File: src/rtl/addsub_arbiter_pkg.sv
// Shared constants and types for the two-requester add/sub arbiter.
// Opcodes, requester id width and the result-slot state encoding live here.
package addsub_arbiter_pkg;

  localparam logic OP_ADD = 1'b0;
  localparam logic OP_SUB = 1'b1;

  localparam int ID_W = 1;

  typedef enum logic {
    SLOT_EMPTY = 1'b0,
    SLOT_FULL  = 1'b1
  } slot_state_e;

endpackage

File: src/rtl/addsub_arbiter_if.sv
// Request and result handshake bundle for addsub_arbiter.
// The master side drives requests and consumes results; the slave side is the arbiter.
interface addsub_arbiter_if
  import addsub_arbiter_pkg::*;
#(
  parameter int N = 4
);

  logic            req0_valid;
  logic            req0_ready;
  logic [N-1:0]    req0_x;
  logic [N-1:0]    req0_y;
  logic            req0_op;

  logic            req1_valid;
  logic            req1_ready;
  logic [N-1:0]    req1_x;
  logic [N-1:0]    req1_y;
  logic            req1_op;

  logic            res_valid;
  logic            res_ready;
  logic [N-1:0]    res_s;
  logic            res_cout;
  logic            res_ovf;
  logic [ID_W-1:0] res_id;

  modport master (
    output req0_valid, req0_x, req0_y, req0_op,
    input  req0_ready,
    output req1_valid, req1_x, req1_y, req1_op,
    input  req1_ready,
    input  res_valid, res_s, res_cout, res_ovf, res_id,
    output res_ready
  );

  modport slave (
    input  req0_valid, req0_x, req0_y, req0_op,
    output req0_ready,
    input  req1_valid, req1_x, req1_y, req1_op,
    output req1_ready,
    output res_valid, res_s, res_cout, res_ovf, res_id,
    input  res_ready
  );

endinterface

File: src/rtl/addsub_arbiter_sub_nbits.sv
// N-bit two's complement add/subtract core: s = x + (y ^ {n{cin}}) + cin.
// Overflow is judged on the effective operands x and the conditionally inverted y.
module sub_nbits #(
  parameter int n = 4
) (
  input  logic [n-1:0] x,
  input  logic [n-1:0] y,
  input  logic         cin,
  output logic [n-1:0] s,
  output logic         cout,
  output logic         ovf
);

  logic [n-1:0] y_eff;
  logic [n:0]   sum;

  assign y_eff = y ^ {n{cin}};
  assign sum   = {1'b0, x} + {1'b0, y_eff} + {{n{1'b0}}, cin};
  assign s     = sum[n-1:0];
  assign cout  = sum[n];
  assign ovf   = (x[n-1] == y_eff[n-1]) && (sum[n-1] != x[n-1]);

endmodule

File: src/rtl/addsub_arbiter.sv
// Round-robin sharing of one add/sub core between two requesters, with a
// single registered result slot (valid/ready) tagged by requester id.
module addsub_arbiter
  import addsub_arbiter_pkg::*;
#(
  parameter int N = 4
) (
  input  logic               clk,
  input  logic               rst_n,
  addsub_arbiter_if.slave    bus
);

  slot_state_e     state_reg, state_next;
  logic [ID_W-1:0] last_id_reg;
  logic [N-1:0]    res_s_reg;
  logic            res_cout_reg;
  logic            res_ovf_reg;
  logic [ID_W-1:0] res_id_reg;

  logic            slot_free;
  logic            any_valid;
  logic            grant;
  logic [ID_W-1:0] win_id;
  logic [N-1:0]    win_x;
  logic [N-1:0]    win_y;
  logic            win_op;

  logic [N-1:0]    core_s;
  logic            core_cout;
  logic            core_ovf;

  // Readies are forced low during reset even though the slot reads as empty.
  assign slot_free = (state_reg == SLOT_EMPTY) || bus.res_ready;
  assign any_valid = bus.req0_valid || bus.req1_valid;
  assign grant     = rst_n && slot_free && any_valid;

  always_comb begin
    win_id = '0;
    if (bus.req0_valid && bus.req1_valid) begin
      win_id = ~last_id_reg;
    end else if (bus.req1_valid) begin
      win_id = 1'b1;
    end
  end

  always_comb begin
    win_x  = bus.req0_x;
    win_y  = bus.req0_y;
    win_op = bus.req0_op;
    if (win_id == 1'b1) begin
      win_x  = bus.req1_x;
      win_y  = bus.req1_y;
      win_op = bus.req1_op;
    end
  end

  assign bus.req0_ready = grant && (win_id == 1'b0);
  assign bus.req1_ready = grant && (win_id == 1'b1);

  sub_nbits #(.n(N)) u_core (
    .x    (win_x),
    .y    (win_y),
    .cin  (win_op == OP_SUB),
    .s    (core_s),
    .cout (core_cout),
    .ovf  (core_ovf)
  );

  always_comb begin
    state_next = state_reg;
    case (state_reg)
      SLOT_EMPTY: if (grant) state_next = SLOT_FULL;
      SLOT_FULL:  if (bus.res_ready && !grant) state_next = SLOT_EMPTY;
      default:    state_next = SLOT_EMPTY;
    endcase
  end

  always_ff @(posedge clk or negedge rst_n) begin
    if (!rst_n) begin
      state_reg <= SLOT_EMPTY;
    end else begin
      state_reg <= state_next;
    end
  end

  // Result registers hold their value when the slot drains, only a grant reloads them.
  always_ff @(posedge clk or negedge rst_n) begin
    if (!rst_n) begin
      last_id_reg  <= 1'b1;
      res_s_reg    <= '0;
      res_cout_reg <= 1'b0;
      res_ovf_reg  <= 1'b0;
      res_id_reg   <= '0;
    end else if (grant) begin
      last_id_reg  <= win_id;
      res_s_reg    <= core_s;
      res_cout_reg <= core_cout;
      res_ovf_reg  <= core_ovf;
      res_id_reg   <= win_id;
    end
  end

  assign bus.res_valid = (state_reg == SLOT_FULL);
  assign bus.res_s     = res_s_reg;
  assign bus.res_cout  = res_cout_reg;
  assign bus.res_ovf   = res_ovf_reg;
  assign bus.res_id    = res_id_reg;

endmodule

File: src/flat_wrapper.sv
// flat-port wrapper written by rule: the top's interface ports become plain ports
module addsub_arbiter_flat import addsub_arbiter_pkg::*;
#(
  parameter int N = 4
)
  (clk, rst_n, bus_req0_valid, bus_req0_x, bus_req0_y, bus_req0_op, bus_req0_ready, bus_req1_valid, bus_req1_x, bus_req1_y, bus_req1_op, bus_req1_ready, bus_res_valid, bus_res_s, bus_res_cout, bus_res_ovf, bus_res_id, bus_res_ready);
  addsub_arbiter_if #(.N(N)) bus_i ();
  input  logic clk;
  input  logic rst_n;
  input wire logic [$bits(bus_i.req0_valid)-1:0] bus_req0_valid;
  input wire logic [$bits(bus_i.req0_x)-1:0] bus_req0_x;
  input wire logic [$bits(bus_i.req0_y)-1:0] bus_req0_y;
  input wire logic [$bits(bus_i.req0_op)-1:0] bus_req0_op;
  output wire logic [$bits(bus_i.req0_ready)-1:0] bus_req0_ready;
  input wire logic [$bits(bus_i.req1_valid)-1:0] bus_req1_valid;
  input wire logic [$bits(bus_i.req1_x)-1:0] bus_req1_x;
  input wire logic [$bits(bus_i.req1_y)-1:0] bus_req1_y;
  input wire logic [$bits(bus_i.req1_op)-1:0] bus_req1_op;
  output wire logic [$bits(bus_i.req1_ready)-1:0] bus_req1_ready;
  output wire logic [$bits(bus_i.res_valid)-1:0] bus_res_valid;
  output wire logic [$bits(bus_i.res_s)-1:0] bus_res_s;
  output wire logic [$bits(bus_i.res_cout)-1:0] bus_res_cout;
  output wire logic [$bits(bus_i.res_ovf)-1:0] bus_res_ovf;
  output wire logic [$bits(bus_i.res_id)-1:0] bus_res_id;
  input wire logic [$bits(bus_i.res_ready)-1:0] bus_res_ready;
  assign bus_i.req0_valid = bus_req0_valid;
  assign bus_i.req0_x = bus_req0_x;
  assign bus_i.req0_y = bus_req0_y;
  assign bus_i.req0_op = bus_req0_op;
  assign bus_req0_ready = bus_i.req0_ready;
  assign bus_i.req1_valid = bus_req1_valid;
  assign bus_i.req1_x = bus_req1_x;
  assign bus_i.req1_y = bus_req1_y;
  assign bus_i.req1_op = bus_req1_op;
  assign bus_req1_ready = bus_i.req1_ready;
  assign bus_res_valid = bus_i.res_valid;
  assign bus_res_s = bus_i.res_s;
  assign bus_res_cout = bus_i.res_cout;
  assign bus_res_ovf = bus_i.res_ovf;
  assign bus_res_id = bus_i.res_id;
  assign bus_i.res_ready = bus_res_ready;
  addsub_arbiter #(.N(N)) u_core (.clk(clk), .rst_n(rst_n), .bus(bus_i));
endmodule
File: config.mk
export PLATFORM = sky130hd
export DESIGN_NAME = addsub_arbiter_flat
export DESIGN_NICKNAME = d
export VERILOG_FILES = /design/src/rtl/addsub_arbiter_pkg.sv /design/src/rtl/addsub_arbiter_if.sv /design/src/rtl/addsub_arbiter_sub_nbits.sv /design/src/rtl/addsub_arbiter.sv /design/src/flat_wrapper.sv
export SDC_FILE = /design/constraint.sdc
export NUM_CORES = 1
export LEC_CHECK = 0
export CORE_UTILIZATION = 35
export DETAILED_ROUTE_END_ITERATION = 6
export PLACE_DENSITY = 0.74
export SKIP_LAST_GASP = 1
export SLEW_MARGIN = 20
export SYNTH_ARGS = -nofsm -noshare
export SYNTH_HDL_FRONTEND = slang
export SYNTH_HIERARCHICAL = 1
export SYNTH_SLANG_ARGS = --single-unit
File: constraint.sdc
create_clock -name clk -period 2.49 [get_ports clk]
set_input_delay 0.747 -clock clk [delete_from_list [all_inputs] [get_ports clk]]
set_output_delay 0.747 -clock clk [all_outputs]
set_load 0.05 [all_outputs]
# ---- Yosys cells after proc, flatten, opt, wreduce, memory -nomap -nowiden
# Index checks and enable logic that the tools add are counted.
# W data, S select, Z words.
dict set report word_totals {
  elab_cells 32
  register_bits 9
  out_inout_bits 10
}
dict set report classes {
  n_eq_ne 2
  n_bitwise 4
  addsub 2
  reduce_logical 10
  muxes 8
}
# op n
set op_table {}
lappend op_table {{$mux W4} 2}
lappend op_table {{$logic_and A1 B1 Y1} 7}
lappend op_table {{$add A4 B4 Y5} 1}
lappend op_table {{$add A5 B1 Y5} 1}
lappend op_table {{$mux W1} 5}
lappend op_table {{$xor A4 B4 Y4} 1}
lappend op_table {{$not A1 Y1} 3}
lappend op_table {{$logic_or A1 B1 Y1} 2}
lappend op_table {{$pmux W1 S2} 1}
lappend op_table {{$eq A1 B1 Y1} 1}
lappend op_table {{$logic_not A1 Y1} 1}
lappend op_table {{$ne A1 B1 Y1} 1}

# ---- Depth between registers and ports, before layout
dict set report depth {
  word_depth 8
  mapped_depth 9
}

# ---- By module
# The synthesis kept the hierarchy.
# module cells_each instances area_each_um2
set by_module_without_submodules {}
lappend by_module_without_submodules {addsub_arbiter 35 1 486.7}
lappend by_module_without_submodules {sub_nbits 18 1 193.9}

# ---- Worst setup path after synthesis
# OpenSTA, ideal clock, no wires.
dict set report synth_path {
  path_kind {input-to-reg}
  from {input port bus_req1_valid}
  to {register u_core.res_ovf_reg (netlist: u_core/bus.res_ovf)}
  t_arrival_ns 2.875
  slack_ns -0.510
  path_stages 9
  setup_ns 0.125
  cell_sequence {a21boi_2 > buf_4 > mux2_2 > xor2_1 > ha_1 > a21o_1 > a31oi_4 > mux2_4 > mux2_2}
}
dict set report synth_via {
  elab_chain_cells 8
}
# element line
set synth_rtl {}
lappend synth_rtl {{from (decl)} flat_wrapper.sv:15} ;# input wire logic [$bits(bus_i.req1_valid)-1:0] bus_req1_valid;
lappend synth_rtl {{$mux W1 or $logic_and A1 B1 Y1 (tied branches)} {addsub_arbiter.sv:41, addsub_arbiter.sv:39}}
lappend synth_rtl {{$mux W1 *} addsub_arbiter.sv:39} ;# if (bus.req0_valid && bus.req1_valid) begin
lappend synth_rtl {{$mux W4 *} addsub_arbiter.sv:50} ;# if (win_id == 1'b1) begin
lappend synth_rtl {{named net u_core.win_y[2]} addsub_arbiter.sv:25} ;# logic [N-1:0] win_y;
lappend synth_rtl {{$xor A4 B4 Y4 *} addsub_arbiter_sub_nbits.sv:17} ;# assign y_eff = y ^ {n{cin}};
lappend synth_rtl {{$add A4 B4 Y5 *} addsub_arbiter_sub_nbits.sv:18} ;# assign sum = {1'b0, x} + {1'b0, y_eff} + {{n{1'b0}}, cin};
lappend synth_rtl {{$add A5 B1 Y5 *} addsub_arbiter_sub_nbits.sv:18}
lappend synth_rtl {{$ne A1 B1 Y1 *} addsub_arbiter_sub_nbits.sv:21} ;# assign ovf = (x[n-1] == y_eff[n-1]) && (sum[n-1] != x[n-1]);
lappend synth_rtl {{$logic_and A1 B1 Y1 *} addsub_arbiter_sub_nbits.sv:21}
lappend synth_rtl {{named net u_core.core_ovf} addsub_arbiter.sv:30} ;# logic core_ovf;
lappend synth_rtl {{to (signal assigned)} addsub_arbiter.sv:98} ;# res_ovf_reg <= core_ovf;
lappend synth_rtl {{to (decl)} addsub_arbiter.sv:17} ;# logic res_ovf_reg;
# The timed path passes the listed nets; every way through them passes the cells marked *.
# A chain may end at the register's enable or synchronous reset.

# ---- Worst setup path in the final report
dict set report layout_path {
  from {input port bus_req1_valid}
  to {register u_core.res_ovf_reg (netlist: u_core/bus.res_ovf)}
}
dict set report layout_via {
  elab_chain_cells 8
}
# element line
set layout_rtl {}
lappend layout_rtl {{$mux W1 or $logic_and A1 B1 Y1 (tied branches)} {addsub_arbiter.sv:41, addsub_arbiter.sv:39}}
lappend layout_rtl {{$mux W1 *} addsub_arbiter.sv:39}
lappend layout_rtl {{$mux W1 *} addsub_arbiter.sv:50}
lappend layout_rtl {{named net u_core.win_op} addsub_arbiter.sv:26} ;# logic win_op;
lappend layout_rtl {{$xor A4 B4 Y4} addsub_arbiter_sub_nbits.sv:17}
lappend layout_rtl {{$add A4 B4 Y5} addsub_arbiter_sub_nbits.sv:18}
lappend layout_rtl {{$add A5 B1 Y5} addsub_arbiter_sub_nbits.sv:18}
lappend layout_rtl {{$ne A1 B1 Y1} addsub_arbiter_sub_nbits.sv:21}
lappend layout_rtl {{$logic_and A1 B1 Y1 *} addsub_arbiter_sub_nbits.sv:21}
lappend layout_rtl {{named net u_core.core_ovf} addsub_arbiter.sv:30}
# Marked as above.

==> metrics.txt <==
layout cells sized above 1 0.540; #FFs+latches synth 9; drt pass-1 iters 4; main combinational cell family by area after synthesis multiplexers; sequential fraction of the synthesis area 0.333; Via density approximately 4.5; Hold Path Stages 1; FP Rows 15; vias in the first global route about 650; LEAKAGE roughly 0.62 nW; final setup violation count 4; FF-to-FF End u_core/bus.res_ovf; post-synthesis compound-gate area fraction 0.125; CP required about 2.6 ns; Die H between 40 and 50 um; PortBufs 32; clock tree root buffer cell clkbuf_4; Arr. time, crit path approximately 2.8 ns; global-route wire length before repair around 2900 um; Hold Vio Cnt, Final 0; Hold Crit Class flop to flop; Tmin final between 2 and 3 ns; number of flip-flops in the largest register 4; clk buf depth 2; Hold Startpoint u_core/bus.res_cout; run status complete, but fails checks; Clock Sinks 9; gr ovfl total 0; Die Area 2130 sq um; Final Non-Filler Cells around 140; Synth Area in Simple Gates 0.0331; setup slack after layout -0.191 ns; Max H-tree Level 1; xor/xnor share of the synthesized area 0.0772; kind of critical path input port to flop; max-slew violation count 0; post-synthesis cell area approximately 680 sq um; syn_nets 80; RSZ-0062 raised after global routing yes; max_slew headroom 0.660; Worst-path clk slew around 0.050 ns; via count 620; Syn. warnings 6; Final Wtd Congestion 0.687; Tcrit/Tclk final 1.08; setup_tns -0.620 ns; syn_area_per_cell 12.8 sq um; Max Clk Rate ~0.37 GHz; Ant. Diodes 0; pin count of the biggest net entering global routing 10; cell area power density about 780 nW/um^2; Max Cap Viol 0; die extent in x roughly 46 um; Post-Route WL about 1800 um; synthesized-area fraction occupied by adder cells 0.0846; Cell variety after synth 19; CTS tree done; # IOs 33; GRT Total Usage 0.198; worst reg2reg path depth 8; Core Area approximately 1800 sq um; most frequent cells in the layout clkdlybuf4s50_1 (22), buf_4 (22), mux2_2 (10); Gate Count Post-Synth 53; initial antenna violation count 0; Worst Hold End u_core/bus.res_cout; area delta synth->final 93.7%; CP max FO 4; drt wl/cell approximately 13 um; worst vdd ir 757 uV; # DRC 0; R2R Path Start u_core/last_id_reg; cts hold-fix bufs 0; failing checks negative setup slack; Starting Density 0.382; Setup Skew ~0.0050 ns; reg2reg setup slack -0.01 ns; CTS Buf Count 3; dpl hpwl 1340 um; mux share of post-synthesis cell area 0.325; Routed Antenna Nets 0; placed cells 128; worst slew pin tran 0.509 ns; Setup crit start kind input port; DR iter-0 viols 5; critical path endpoint category flop; nets 141; clk_lat worst skew ~0.26 ns
-- worst max-delay path by stage --
stage                         startpoint                  to  slack [ns]  cells after the start
after detailed placement  bus_req1_valid  u_core/bus.res_ovf       -0.92                      9
after global routing      bus_req1_valid  u_core/bus.res_ovf       -0.25                      9
final                     bus_req1_valid  u_core/bus.res_ovf       -0.19                      9
after floorplan           bus_req1_valid  u_core/bus.res_ovf       -0.42                      9
after CTS                 bus_req1_valid  u_core/bus.res_ovf       -0.18                      9
after global placement    bus_req1_valid  u_core/bus.res_ovf       -0.88                      9
-- metal layers --
layer,routed length (um),track usage,vias to the layer above
met5,0,0,-
met2,924,0.304,24
met3,91,0.0784,2
li1,-,-,307
met1,798,0.237,287
met4,19,0.100,0
-- critical path, stage by stage --
cell	delay [ns]
buf_6	0.07
a21boi_4	0.24
mux2_4	0.36
xor2_1	0.16
ha_1	0.30
a21o_1	0.19
a31oi_4	0.18
mux2_4	0.31
mux2_4	0.26
-- synth_stat cells (all sizes together) --
cell type | number | area [sq um]
nor2b | 2 | 12.5
dfstp | 1 | 26.3
xor2 | 5 | 43.8
buf | 1 | 7.51
fa | 1 | 20.0
inv | 2 | 7.51
o21ai | 2 | 13.8
a21boi | 1 | 11.3
a31oi | 1 | 21.3
ha | 3 | 37.5
a21o | 3 | 22.5
xnor2 | 1 | 8.76
mux2 | 19 | 221
dfrtp | 8 | 200
a21oi | 1 | 16.3
and2 | 1 | 6.26
nor2 | 1 | 3.75
-- per-stage QoR --
step / hold WS (ns) / util / setup slack, ns / power, mW / area, sq um
detailed placement: 0.494 / 0.674 / -0.925 / 0.867 / 1200
finish: 0.510 / 0.740 / -0.191 / 1.03 / 1320
global placement: 0.490 / 0.674 / -0.879 / 0.851 / 1200
CTS: 0.508 / 0.730 / -0.177 / 1.03 / 1300
global route: 0.519 / 0.740 / -0.247 / 1.09 / 1320
floorplan: 0.451 / - / -0.425 / 0.618 / 698
-- layout make-up --
cell class                 instances  area (sq um)
timing repair buffer              57           534
inverter                           2          7.51
sequential                         9           226
fill                             131           464
clock buffer                       4          26.3
tap                               25          31.3
multi-input combinational         41           493
-- where the power goes --
group	internal [mW]	switching, mW
combinational	0.338	0.345
clock	0.0616	0.0482
sequential	0.203	0.0319
total	0.603	0.425
-- logic make-up (layout without fill, tap and decap cells) --
logic type,Yosys count,in the layout
AOI/OAI and AO/OA,8,8
adders and majority gates,4,4
buffers and inverters,3,63
muxes,19,19
DFF,9,9
and+or+nand+nor,4,4
xor gates and xnor gates,6,6
-- what timing repair did --
action	4_1_cts	5_1_grt
endpoints found under the setup margin	7	5
pin swaps	6	5
setup buffers	6	0
cloned	0	0
resized for setup	26	4
(Power assumes the default switching activity.)
